File: src/rtl/pc_sequencer.sv
// Next-PC controller: owns the PC register and a hardware return-address stack.
// Optional macro PC_SEQ_TRAP_EN redirects stack faults to TRAP_VECTOR and clears the stack.
module pc_sequencer #(
  parameter logic [31:0] RESET_VECTOR = 32'h0000_0000,
  parameter int unsigned PC_STEP      = 4,
  parameter int unsigned DEPTH        = 8,
  parameter logic [31:0] TRAP_VECTOR  = 32'h0000_0100
) (
  input  logic                       clock,
  input  logic                       reset,
  input  logic                       stall,
  input  logic                       branch_taken,
  input  logic [31:0]                branch_offset,
  input  logic                       jump_reg,
  input  logic [31:0]                reg_target,
  input  logic                       call,
  input  logic                       ret,
  output logic [31:0]                pc,
  output logic [1:0]                 pc_src,
  output logic [31:0]                stack_top,
  output logic [$clog2(DEPTH):0]     stack_depth,
  output logic                       overflow,
  output logic                       underflow
);

  localparam int unsigned AW = $clog2(DEPTH);
  localparam int unsigned DW = AW + 1;

  localparam logic [1:0] SrcStack = 2'b00;
  localparam logic [1:0] SrcReg   = 2'b01;
  localparam logic [1:0] SrcRel   = 2'b10;

  typedef enum logic [0:0] {StRun, StFault} state_e;

  state_e          state_q, state_d;
  logic [31:0]     pc_q, pc_d;
  logic [1:0]      src_q, src_d;
  logic [31:0]     top_q, top_d;
  logic [DW-1:0]   depth_q, depth_d;
  logic            ovf_q, ovf_d;
  logic            unf_q, unf_d;
  logic [31:0]     mem_q [DEPTH];

  logic            push_en;
  logic            push_allow;
  logic            fault_evt;
  logic            full;
  logic [AW-1:0]   below_idx;
  logic [31:0]     seq_pc;
  logic [31:0]     rel_pc;

`ifdef PC_SEQ_TRAP_EN
  assign push_allow = (state_q == StRun);
`else
  logic unused_trap;
  assign push_allow  = 1'b1;
  assign unused_trap = ^TRAP_VECTOR;
`endif

  assign full      = (depth_q == DW'(DEPTH));
  // Entry just beneath the top; modulo indexing is safe because it is read only when depth >= 2.
  assign below_idx = depth_q[AW-1:0] - AW'(2);
  assign seq_pc    = pc_q + PC_STEP;
  assign rel_pc    = pc_q + branch_offset;

  always_comb begin
    pc_d      = pc_q;
    src_d     = src_q;
    top_d     = top_q;
    depth_d   = depth_q;
    ovf_d     = ovf_q;
    unf_d     = unf_q;
    state_d   = state_q;
    push_en   = 1'b0;
    fault_evt = 1'b0;
    if (!stall) begin
      if (ret) begin
        if (depth_q != '0) begin
          pc_d    = top_q;
          src_d   = SrcStack;
          depth_d = depth_q - DW'(1);
          top_d   = (depth_q > DW'(1)) ? mem_q[below_idx] : '0;
        end else begin
          unf_d     = 1'b1;
          fault_evt = 1'b1;
          pc_d      = seq_pc;
          src_d     = SrcRel;
        end
      end else if (jump_reg) begin
        pc_d  = reg_target;
        src_d = SrcReg;
      end else if (call) begin
        pc_d  = rel_pc;
        src_d = SrcRel;
        if (full) begin
          ovf_d     = 1'b1;
          fault_evt = 1'b1;
        end else if (push_allow) begin
          push_en = 1'b1;
          depth_d = depth_q + DW'(1);
          top_d   = seq_pc;
        end
      end else if (branch_taken) begin
        pc_d  = rel_pc;
        src_d = SrcRel;
      end else begin
        pc_d  = seq_pc;
        src_d = SrcRel;
      end
      if (fault_evt) begin
        state_d = StFault;
      end
`ifdef PC_SEQ_TRAP_EN
      if (fault_evt) begin
        pc_d    = TRAP_VECTOR;
        src_d   = SrcRel;
        depth_d = '0;
        top_d   = '0;
      end
`endif
    end
  end

  always_ff @(posedge clock) begin
    if (reset) begin
      state_q <= StRun;
      pc_q    <= RESET_VECTOR;
      src_q   <= SrcRel;
      top_q   <= '0;
      depth_q <= '0;
      ovf_q   <= 1'b0;
      unf_q   <= 1'b0;
    end else begin
      state_q <= state_d;
      pc_q    <= pc_d;
      src_q   <= src_d;
      top_q   <= top_d;
      depth_q <= depth_d;
      ovf_q   <= ovf_d;
      unf_q   <= unf_d;
    end
  end

  // Stack storage needs no reset; validity is tracked by depth_q.
  always_ff @(posedge clock) begin
    if (!reset && push_en) begin
      mem_q[depth_q[AW-1:0]] <= seq_pc;
    end
  end

  assign pc          = pc_q;
  assign pc_src      = src_q;
  assign stack_top   = top_q;
  assign stack_depth = depth_q;
  assign overflow    = ovf_q;
  assign underflow   = unf_q;

endmodule

File: config.mk
export PLATFORM = sky130hd
export DESIGN_NAME = pc_sequencer
export DESIGN_NICKNAME = d
export VERILOG_FILES = /design/src/rtl/pc_sequencer.sv
export SDC_FILE = /design/constraint.sdc
export NUM_CORES = 1
export LEC_CHECK = 0
export BUFFER_PORTS_ARGS = -buffer_cell sky130_fd_sc_hd__buf_2
export CAP_MARGIN = 30
export CORE_MARGIN = 2
export CORE_UTILIZATION = 46
export DETAILED_ROUTE_END_ITERATION = 12
export GPL_ROUTABILITY_DRIVEN = 0
export HOLD_SLACK_MARGIN = 0.15
export PLACE_DENSITY_LB_ADDON = 0.15
export REMOVE_ABC_BUFFERS = 1
export SKIP_CTS_REPAIR_TIMING = 1
export SYNTH_ARGS = -nofsm -noshare
export SYNTH_HDL_FRONTEND = slang
export SYNTH_SLANG_ARGS = --single-unit
File: constraint.sdc
create_clock -name clock -period 4.3 [get_ports clock]
set_clock_uncertainty 0.2 [all_clocks]
set_input_delay 0.645 -clock clock [delete_from_list [all_inputs] [get_ports clock]]
set_output_delay 0.645 -clock clock [all_outputs]
set_load 0.02 [all_outputs]
==> out/qor.txt, run 1 <==
Area contributors post-synth: edfxtp_1, dfxtp_1, mux4_2
largest net degree at the start of global routing: 43
Initial Util: 46.3%
final slew viol count: 0
TritonCTS buffer count: 36
area leader, netlist: edfxtp_1
endpoint arrival time on the critical path: 3.68 ns
top post-synthesis cells by count: edfxtp_1, nor2_1, o21ai_0
CTS Root Cell: clkbuf_16
Reg-to-Reg End: pc[24]
pre-CTS setup slack: 0.746 ns
Avg Cell Area, Syn: 12.6 sq um
worst r2r src: pc[0]
status: completed
power density cells: 454 nW/um^2
crit path max-delay cell type: dfxtp_1
Post-Place Cells: 1819
post-synthesis sequential area ratio: 57.5%
Lkg Pwr: 6.72 nW
core area: 34300 sq um
Antenna Cells: 0
Synth cell types: 73
DRT antenna net count: 0
final setup fails: 0
worst-margin pin slew: 1.06 ns
final worst slack: 0.826 ns
final worst path period share: 80.8%
CP Launch Point: pc[0]
biggest cell delay along the critical path: 0.55 ns
number of synthesized flops with an enable pin: 256
synthesis warning total: 0
vias in the first global route: 11230
P&R area growth vs syn: 17.2%
Hold WC Path Type: register to register
H-tree depth: 2
R2R cell count: 11
Max Root-Sink Buffers: 3
critical path endpoint: pc[24]
Post-DP Area: 17300 sq um
TritonCTS clock tree: yes
fmax: 288 MHz
post-synthesis instance total: 1260
worst path required time: 4.51 ns
die area: 36000 sq um
Final #Nets: 1513
Via density: 6.14
clock slew at reported path FFs: 0.07 ns
#FFs+latches synth: 328
final hold vios: 0
worst-path maximum fanout: 12
io pins: 143
RSZ-0062 raised after global routing: no
TritonRoute pass-1 iters: 5
row count: 68
Period minus WS final: 3.47 ns
GR Overflow Total: 0
worst reg-to-reg setup slack: 0.83 ns
CP Capture Type: register
crit-path cells: ha_1 -> inv_1 -> fa_1 -> nand2b_1 -> a21oi_1 -> o31a_1 -> o21a_1 -> a31oi_1 -> xnor2_1 -> a2111oi_0 -> nor3_1
Final Instance Area: 18600 sq um
Main synth FF type: edfxtp_1
Post-Layout Cell Count: 1884
initial antenna violation count: 0
Die Y: 190 microns
Post-synth ARST share: 0%
Num Clock Sinks: 328
cell with the most instances after synthesis: edfxtp_1
DR iter-0 viols: 1133
Overall Global Routing Usage: 26.6%
max-cap violation count: 0
DP HPWL: 33100 microns
critical path class: register to register
WL/cell: 25.5 microns
Peak VDD IR: 0.270 mV
Clock Latency Late Sink: 0.53 ns
Slew Limit Headroom: 29.2%
Syn Std Cell Area: 15900 sq um
Residual DRC: 0
WL final: 48000 microns
Worst setup SP type: register
share of cells above drive strength 1: 23.5%
hold_ws: 0.266 ns
routed vias: 11560
die width: 190 microns
Overall Power: 8.45 mW
port bufs: 142
global-route wire length before repair: 70700 microns
area fraction of the dominant cell type after synthesis: 48.4%
## cells in the final DEF (no fill, tap or decap), types with 10 or more instances in the layout
| master | n |
|---|---|
| edfxtp_1 | 256 |
| buf_2 | 142 |
| nor2_1 | 103 |
| o21ai_0 | 89 |
| a21oi_1 | 79 |
| nand2_1 | 76 |
| dfxtp_1 | 70 |
| mux4_2 | 64 |
| inv_1 | 44 |
| ha_1 | 38 |
| clkbuf_16 | 36 |
| mux2i_1 | 33 |
| buf_4 | 32 |
| xnor2_1 | 30 |
| o221ai_1 | 28 |
| nand3_1 | 27 |
| nor3_1 | 25 |
| a221oi_1 | 24 |
| nand4_1 | 19 |
| xor2_1 | 19 |
| a21o_1 | 14 |
| a211oi_1 | 11 |
| and3_1 | 10 |
| bufinv_16 | 10 |
## state kept, by name, summed over array words and instances, names as in the netlist
register	flops
underflow	1
stack_top	32
stack_depth	4
pc_src	2
overflow	1
mem_q	256
pc	32
## cell families after synthesis
family	after synthesis	synth area share, %
flops	328	57.5
compound gates	311	12.9
simple gates	307	9.22
buf+inv	125	3.09
mux	99	11.3
xor+xnor	50	2.81
fa+ha+maj	40	3.20
## worst max-delay path, delay by kind of cell (launching register included)
| family | cells | cell delay, ns |
|---|---|---|
| AOI/OAI and AO/OA | 5 | 1.41 |
| xor gates and xnor gates | 1 | 0.17 |
| adders and majority gates | 2 | 0.68 |
| buffers and inverters | 1 | 0.07 |
| DFF | 1 | 0.55 |
| and+or+nand+nor | 2 | 0.28 |
## layer usage
metal	global-route usage, %	part of all wire [%]
met5	0	0
met4	6.83	2.1
met3	4.94	8.2
met2	42.0	46
met1	38.3	44
## cell type report
class / instances / area, sq um
fillers: 2930 / 15700
flip-flops and latches: 328 / 9140
multi-input cells: 807 / 6300
repair buffers: 182 / 1110
clock buffers: 43 / 937
well taps: 455 / 569
clock inverters: 22 / 373
inverters: 47 / 178
## worst min-delay path by stage
stage | startpoint | end | cells past startpoint
2_1_floorplan | underflow | underflow | 2
3_3_place_gp | overflow | overflow | 2
3_5_place_dp | overflow | overflow | 2
4_1_cts | reg_target[27] | pc[27] | 3
5_1_grt | overflow | overflow | 2
6_report | overflow | overflow | 2
## through the flow
step | setup TNS, ns | util, %
2_1_floorplan | -397.94 | -
3_3_place_gp | 0 | 50.4
3_5_place_dp | 0 | 50.4
4_1_cts | 0 | 54.3
5_1_grt | 0 | 54.3
6_report | 0 | 54.3
## power by group
group | leakage [nW] | internal (mW) | switching [mW]
Clock | 0.637 | 2.16 | 1.27
Combinational | 3.16 | 0.505 | 0.890
Sequential | 2.93 | 3.52 | 0.102
Total | 6.72 | 6.19 | 2.26
(Power assumes the default switching activity.)
==> run 2, diff against run 1 <==
==> constraint.sdc (replaced) <==
create_clock -name clock -period 3.44 [get_ports clock]
set_clock_uncertainty 0.2 [all_clocks]
set_input_delay 0.516 -clock clock [delete_from_list [all_inputs] [get_ports clock]]
set_output_delay 0.516 -clock clock [all_outputs]
set_load 0.02 [all_outputs]
==> run 2 against run 1 <==
  * Sequential share of layout area shrank 0.18 points
  * Maximum frequency increased by 8.9%
  * Combinational power rose by 29%
  * Setup slack got worse by 0.58 ns
  * Routed wire length rose by 0.11%
  * Cell count grew 1.3%
  * Non-clock buffer count increased by 25
  * Clock power up 14%
==> out/qor.txt, run 2 (synthesis gave the netlist of run 1 again) <==
Post-Place Cells: 1843 (+1.3%)
TritonCTS buffer count: 36 (unchanged)
endpoint arrival time on the critical path: 3.39 ns (-0.29 ns)
Via density: 6.08 (-0.88%)
share of cells above drive strength 1: 24.6% (+1.1 points)
cell-internal power: 7.46 mW (+21%)
max-cap violation count: 0 (unchanged)
largest net degree at the start of global routing: 76 (+77%)
Peak VDD IR: 0.353 mV (+31%)
io pins: 143 (unchanged)
Slew Limit Headroom: 36.3% (+7.2 points)
H-tree depth: 2 (unchanged)
fmax: 314 MHz (+8.9%)
global-route wire length before repair: 71100 microns (+0.51%)
Final #Nets: 1538 (+1.7%)
die area: 36000 sq um (unchanged)
crit path max-delay cell type: a221oi_1
row count: 68 (unchanged)
Period minus WS final: 3.19 ns (-0.285 ns)
die width: 190 microns (unchanged)
Seq pwr share: 44.1% (+1.2 points)
routed vias: 11604 (+0.38%)
power density cells: 549 nW/um^2 (+21%)
vias in the first global route: 11169 (-0.54%)
fillcell total: 2981 (+1.7%)
Antenna Cells: 0 (unchanged)
Overall Global Routing Usage: 26.8% (+0.13 points)
Residual DRC: 0 (unchanged)
Max Root-Sink Buffers: 3 (unchanged)
Clock Latency Late Sink: 0.52 ns (about the same)
DP HPWL: 33000 microns (-0.43%)
core area: 34300 sq um (unchanged)
clock network fraction of design power: 38.3% (-2.3 points)
WL/cell: 25.2 microns (-1.2%)
pre-CTS setup slack: 0.148 ns (-0.598 ns)
Initial Util: 46.3% (unchanged)
DRT antenna net count: 0 (unchanged)
crit-path cells: inv_1 -> ha_1 -> and2_1 -> nor2_2 -> a221oi_1 -> a21oi_1 -> o21ai_0 -> o22ai_1
RSZ-0062 raised after global routing: no
biggest cell delay along the critical path: 0.64 ns (+0.09 ns)
Worst setup SP type: register
CP Capture Type: register
port bufs: 142 (unchanged)
final hold vios: 0 (unchanged)
worst path required time: 3.64 ns (-0.87 ns)
hold_ws: 0.174 ns (-0.0916 ns)
WL final: 48100 microns (+0.11%)
Die Y: 190 microns (unchanged)
final slew viol count: 0 (unchanged)
P&R area growth vs syn: 17.6%
critical path class: register to register
final setup fails: 0 (unchanged)
GR Overflow Total: 0 (unchanged)
Lkg Pwr: 6.80 nW (+1.2%)
clock slew at reported path FFs: 0.06 ns (about the same)
TritonCTS clock tree: yes
initial antenna violation count: 0 (unchanged)
worst-margin pin slew: 0.952 ns (-0.108 ns)
Hold WC Path Type: primary input to register
Sw Ratio: 27.1% (+0.42 points)
final worst path period share: 92.7% (+12 points)
Logic pwr share: 17.6% (+1.1 points)
DR iter-0 viols: 1104 (-2.6%)
most frequent cells in the layout: edfxtp_1, buf_2, nor2_1
CTS Root Cell: clkbuf_16
worst-path maximum fanout: 13 (+1)
Top delay family on crit path: compound AO/OA/AOI/OAI gates
max FFs per register: 256 (unchanged)
Num Clock Sinks: 328 (unchanged)
Psw: 2.78 mW (+23%)
commonest non-fill, non-tap cell in the layout: edfxtp_1
status: completed
TritonRoute pass-1 iters: 8 (+3)
final worst slack: 0.250 ns (-0.575 ns)
Post-Layout Cell Count: 1908 (+1.3%)
CP Buf/Inv Count: 1 (unchanged)
run 2: cell count changes in the layout (fill, tap and decap cells not counted):
cell           change
buf_12             -2
buf_16             +1
buf_4             +25
bufinv_16          -5
clkbuf_1           +3
clkbuf_16          +1
clkbuf_8           +1
clkinv_1           -1
clkinv_2           +1
clkinv_4           +1
clkinv_8           -1
dlygate4sd3_1      +1
inv_6              -1
run 2: final cells by class:
| class | count | area [sq um] | share of cell area (%) |
|---|---|---|---|
| flip-flops and latches | 328 | 9140 | 48.9 |
| multi-input cells | 807 | 6300 | 33.7 |
| repair buffers | 207 | 1300 | 6.94 |
| clock buffers | 48 | 987 | 5.29 |
| well taps | 455 | 569 | 3.05 |
| clock inverters | 16 | 208 | 1.11 |
| inverters | 47 | 178 | 0.952 |
run 2: worst paths after layout:
check	end	cells after the start	slack, ns	from
hold / removal	pc[8]	5	0.17	reg_target[8]
setup / recovery	pc[17]	8	0.25	stack_depth[1]
hold reg to reg	underflow	2	0.27	underflow
setup reg to reg	pc[17]	8	0.25	stack_depth[1]
run 2: power groups by stage:
stage / clock network, mW / registers (mW) / logic, mW
3_5_place_dp: 0 / 4.60 / 1.78
6_report: 3.92 / 4.52 / 1.81
2_1_floorplan: 0 / 4.72 / 0.987
3_3_place_gp: 0 / 4.60 / 1.76
4_1_cts: 3.99 / 4.51 / 1.79
5_1_grt: 4.14 / 4.53 / 1.96
run 2: layer usage:
metal | share of wire (%) | track usage, % | vias up
li1 | - | - | 5227
met1 | 43 | 37.5 | 5792
met2 | 46 | 42.2 | 508
met3 | 8.3 | 5.50 | 77
met4 | 3.0 | 8.41 | 0
met5 | 0 | 0 | -
run 2: per-stage QoR:
step | power (mW) | instance area, sq um | setup TNS (ns) | utilization [%]
2_1_floorplan | 5.71 | 15600 | -678.92 | -
3_3_place_gp | 6.36 | 17400 | 0 | 50.9
3_5_place_dp | 6.38 | 17500 | 0 | 50.9
4_1_cts | 10.3 | 18700 | 0 | 54.4
5_1_grt | 10.6 | 18700 | 0 | 54.5
6_report | 10.2 | 18700 | 0 | 54.5
run 2: worst reg2reg max path, stage by stage (launching register included):
cell      delay, ns
dfxtp_4        0.34
inv_1          0.17
ha_1           0.33
and2_1         0.62
nor2_2         0.33
a221oi_1       0.65
a21oi_1        0.14
o21ai_0        0.19
o22ai_1        0.09
==> run 3, diff against run 2 <==
--- a/config.mk
+++ b/config.mk
@@ -12,7 +12,7 @@
 export DETAILED_ROUTE_END_ITERATION = 12
 export GPL_ROUTABILITY_DRIVEN = 0
 export HOLD_SLACK_MARGIN = 0.15
-export PLACE_DENSITY_LB_ADDON = 0.15
+export PLACE_DENSITY_LB_ADDON = 0.12
 export REMOVE_ABC_BUFFERS = 1
 export SKIP_CTS_REPAIR_TIMING = 1
 export SYNTH_ARGS = -nofsm -noshare
==> run 3 against run 2 <==
  * Routed wire length decreased by 0.49%
  * Maximum frequency up 1.8%
  * Sequential cell count did not move
  * Die area unchanged
  * Utilization rose by 0.20 points
  * Non-clock buffer count grew 1
  * Hold slack got worse by 0.035 ns
  * Global-route usage about the same
  * First-iteration DRC count decreased by 6.6%
  * Power grew 2.3%
  * Critical path type unchanged
  * Largest cell class unchanged
  * Highest routed layer unchanged
==> out/qor.txt, run 3 (synthesis gave the netlist of run 1 again) <==
status: completed
final worst slack: 0.306 ns (+0.0560 ns)
Num Clock Sinks: 328 (unchanged)
CP Buf/Inv Count: 1 (unchanged)
share of cells above drive strength 1: 24.9% (+0.33 points)
Antenna Cells: 0 (unchanged)
final setup fails: 0 (unchanged)
Hold WC Path Type: primary input to register
core area: 34300 sq um (unchanged)
Reg-to-Reg End: pc[24]
DR iter-0 viols: 1031 (-6.6%)
Overall Power: 10.5 mW (+2.3%)
worst path required time: 3.63 ns (about the same)
Clock Latency Late Sink: 0.52 ns (about the same)
Overall Global Routing Usage: 26.8% (about the same)
WL/cell: 25.0 microns (-0.75%)
Worst path depth: 11 (+3)
power density cells: 559 nW/um^2 (+2.0%)
max FFs per register: 256 (unchanged)
Post-DP Area: 17400 sq um (-0.22%)
worst reg-to-reg setup slack: 0.31 ns (+0.06 ns)
P&R area growth vs syn: 18.0%
fin util: 54.7% (+0.20 points)
Top delay family on crit path: compound AO/OA/AOI/OAI gates
critical path class: register to register
Via density: 6.07 (-0.15%)
io pins: 143 (unchanged)
Lkg Pwr: 6.84 nW (+0.62%)
RSZ-0062 raised after global routing: no
critical path endpoint: pc[24]
CP Launch Point: pc[0]
Slew Limit Headroom: 46.7% (+10 points)
biggest cell delay along the critical path: 0.42 ns (-0.22 ns)
endpoint arrival time on the critical path: 3.32 ns (-0.07 ns)
max-cap violation count: 0 (unchanged)
fmax: 319 MHz (+1.8%)
Peak VDD IR: 0.410 mV (+16%)
Period minus WS final: 3.13 ns (-0.0560 ns)
port bufs: 142 (unchanged)
CTS Root Cell: clkbuf_16
WL final: 47800 microns (-0.49%)
H-tree depth: 2 (unchanged)
DP HPWL: 33100 microns (+0.28%)
worst-path maximum fanout: 3 (-10)
Final #Nets: 1540 (+0.13%)
crit path max-delay cell type: a2111oi_0
Max Root-Sink Buffers: 3 (unchanged)
TritonCTS clock tree: yes
worst r2r src: pc[0]
Sw Ratio: 26.8% (-0.32 points)
die area: 36000 sq um (unchanged)
final slew viol count: 0 (unchanged)
CP Capture Type: register
worst-margin pin slew: 0.799 ns (-0.153 ns)
Seq pwr share: 43.2% (-0.9 points)
clock network fraction of design power: 39.8% (+1.5 points)
TritonCTS buffer count: 37 (+2.8%)
global-route wire length before repair: 71000 microns (-0.13%)
row count: 68 (unchanged)
Residual DRC: 0 (unchanged)
Final Instance Area: 18700 sq um (+0.36%)
clock slew at reported path FFs: 0.06 ns (about the same)
cell-internal power: 7.67 mW (+2.8%)
R2R cell count: 11 (+3)
TritonRoute pass-1 iters: 6 (-2)
hold_ws: 0.139 ns (-0.0354 ns)
routed vias: 11617 (+0.11%)
Psw: 2.81 mW (+1.1%)
largest net degree at the start of global routing: 65 (-14%)
Worst setup SP type: register
final hold vios: 0 (unchanged)
Initial Util: 46.3% (unchanged)
crit-path cells: ha_1 -> inv_1 -> fa_1 -> nand2b_1 -> a21oi_1 -> o31a_1 -> o21a_1 -> a31oi_1 -> xnor2_1 -> a2111oi_0 -> nor3_1
vias in the first global route: 11139 (-0.27%)
GR Overflow Total: 0 (unchanged)
most frequent cells in the layout: edfxtp_1, buf_2, nor2_1
die width: 190 microns (unchanged)
final worst path period share: 91.1% (-1.6 points)
Hold Crit Start: reg_target[27]
pre-CTS setup slack: 0.0191 ns (-0.129 ns)
DRT antenna net count: 0 (unchanged)
Logic pwr share: 17.0% (-0.6 points)
Die Y: 190 microns (unchanged)
initial antenna violation count: 0 (unchanged)
commonest non-fill, non-tap cell in the layout: edfxtp_1
==> run 3: cell types whose count changed in the layout (fill, tap and decap cells not counted), moves of 2 or more <==
cell | before | now
clkbuf_8 | 2 | 7
buf_12 | 6 | 4
clkbuf_16 | 37 | 39
buf_4 | 57 | 62
clkinv_2 | 7 | 3
==> run 3: worst min-delay path by stage <==
stage / depth (start not counted) / slack (ns) / to
after floorplan: 2 / 0.35 / underflow
after global placement: 2 / 0.25 / overflow
after detailed placement: 2 / 0.26 / overflow
after CTS: 3 / 0.13 / pc[27]
after global routing: 3 / 0.17 / pc[27]
final: 3 / 0.14 / pc[27]
==> run 3: tightest hold or removal path, delay by kind of cell <==
kind	cells	cell delay, ns
buffers and inverters	1	0.09
AOI/OAI and AO/OA	2	0.21
==> run 3: metrics by stage <==
stage / setup TNS [ns] / cells
after floorplan: -678.92 / 1182
after CTS: 0 / 1912
final: 0 / 1913
after detailed placement: 0 / 1844
after global placement: 0 / 1844
after global routing: 0 / 1913
==> run 3: layout make-up <==
class / count / area, sq um
inverter: 47 / 178
sequential: 328 / 9140
timing repair buffer: 208 / 1260
clock buffer: 55 / 1110
fill: 2949 / 15500
multi-input combinational: 807 / 6300
tap: 455 / 569
clock inverter: 13 / 196
==> run 3: power groups by stage <==
stage | clock, mW | sequential (mW) | combinational, mW
floorplan | 0 | 4.72 | 0.987
global placement | 0 | 4.61 | 1.75
detailed placement | 0 | 4.61 | 1.76
CTS | 4.23 | 4.53 | 1.77
global route | 4.40 | 4.54 | 1.93
finish | 4.17 | 4.53 | 1.78
==> run 3: per-layer routing <==
metal / vias to the layer above / GRT usage, % / share of wire, %
met2: 517 / 41.9 / 46
met5: - / 0 / 0
met3: 81 / 4.28 / 8.3
met4: 0 / 7.72 / 2.6
met1: 5794 / 38.8 / 43
li1: 5225 / - / -
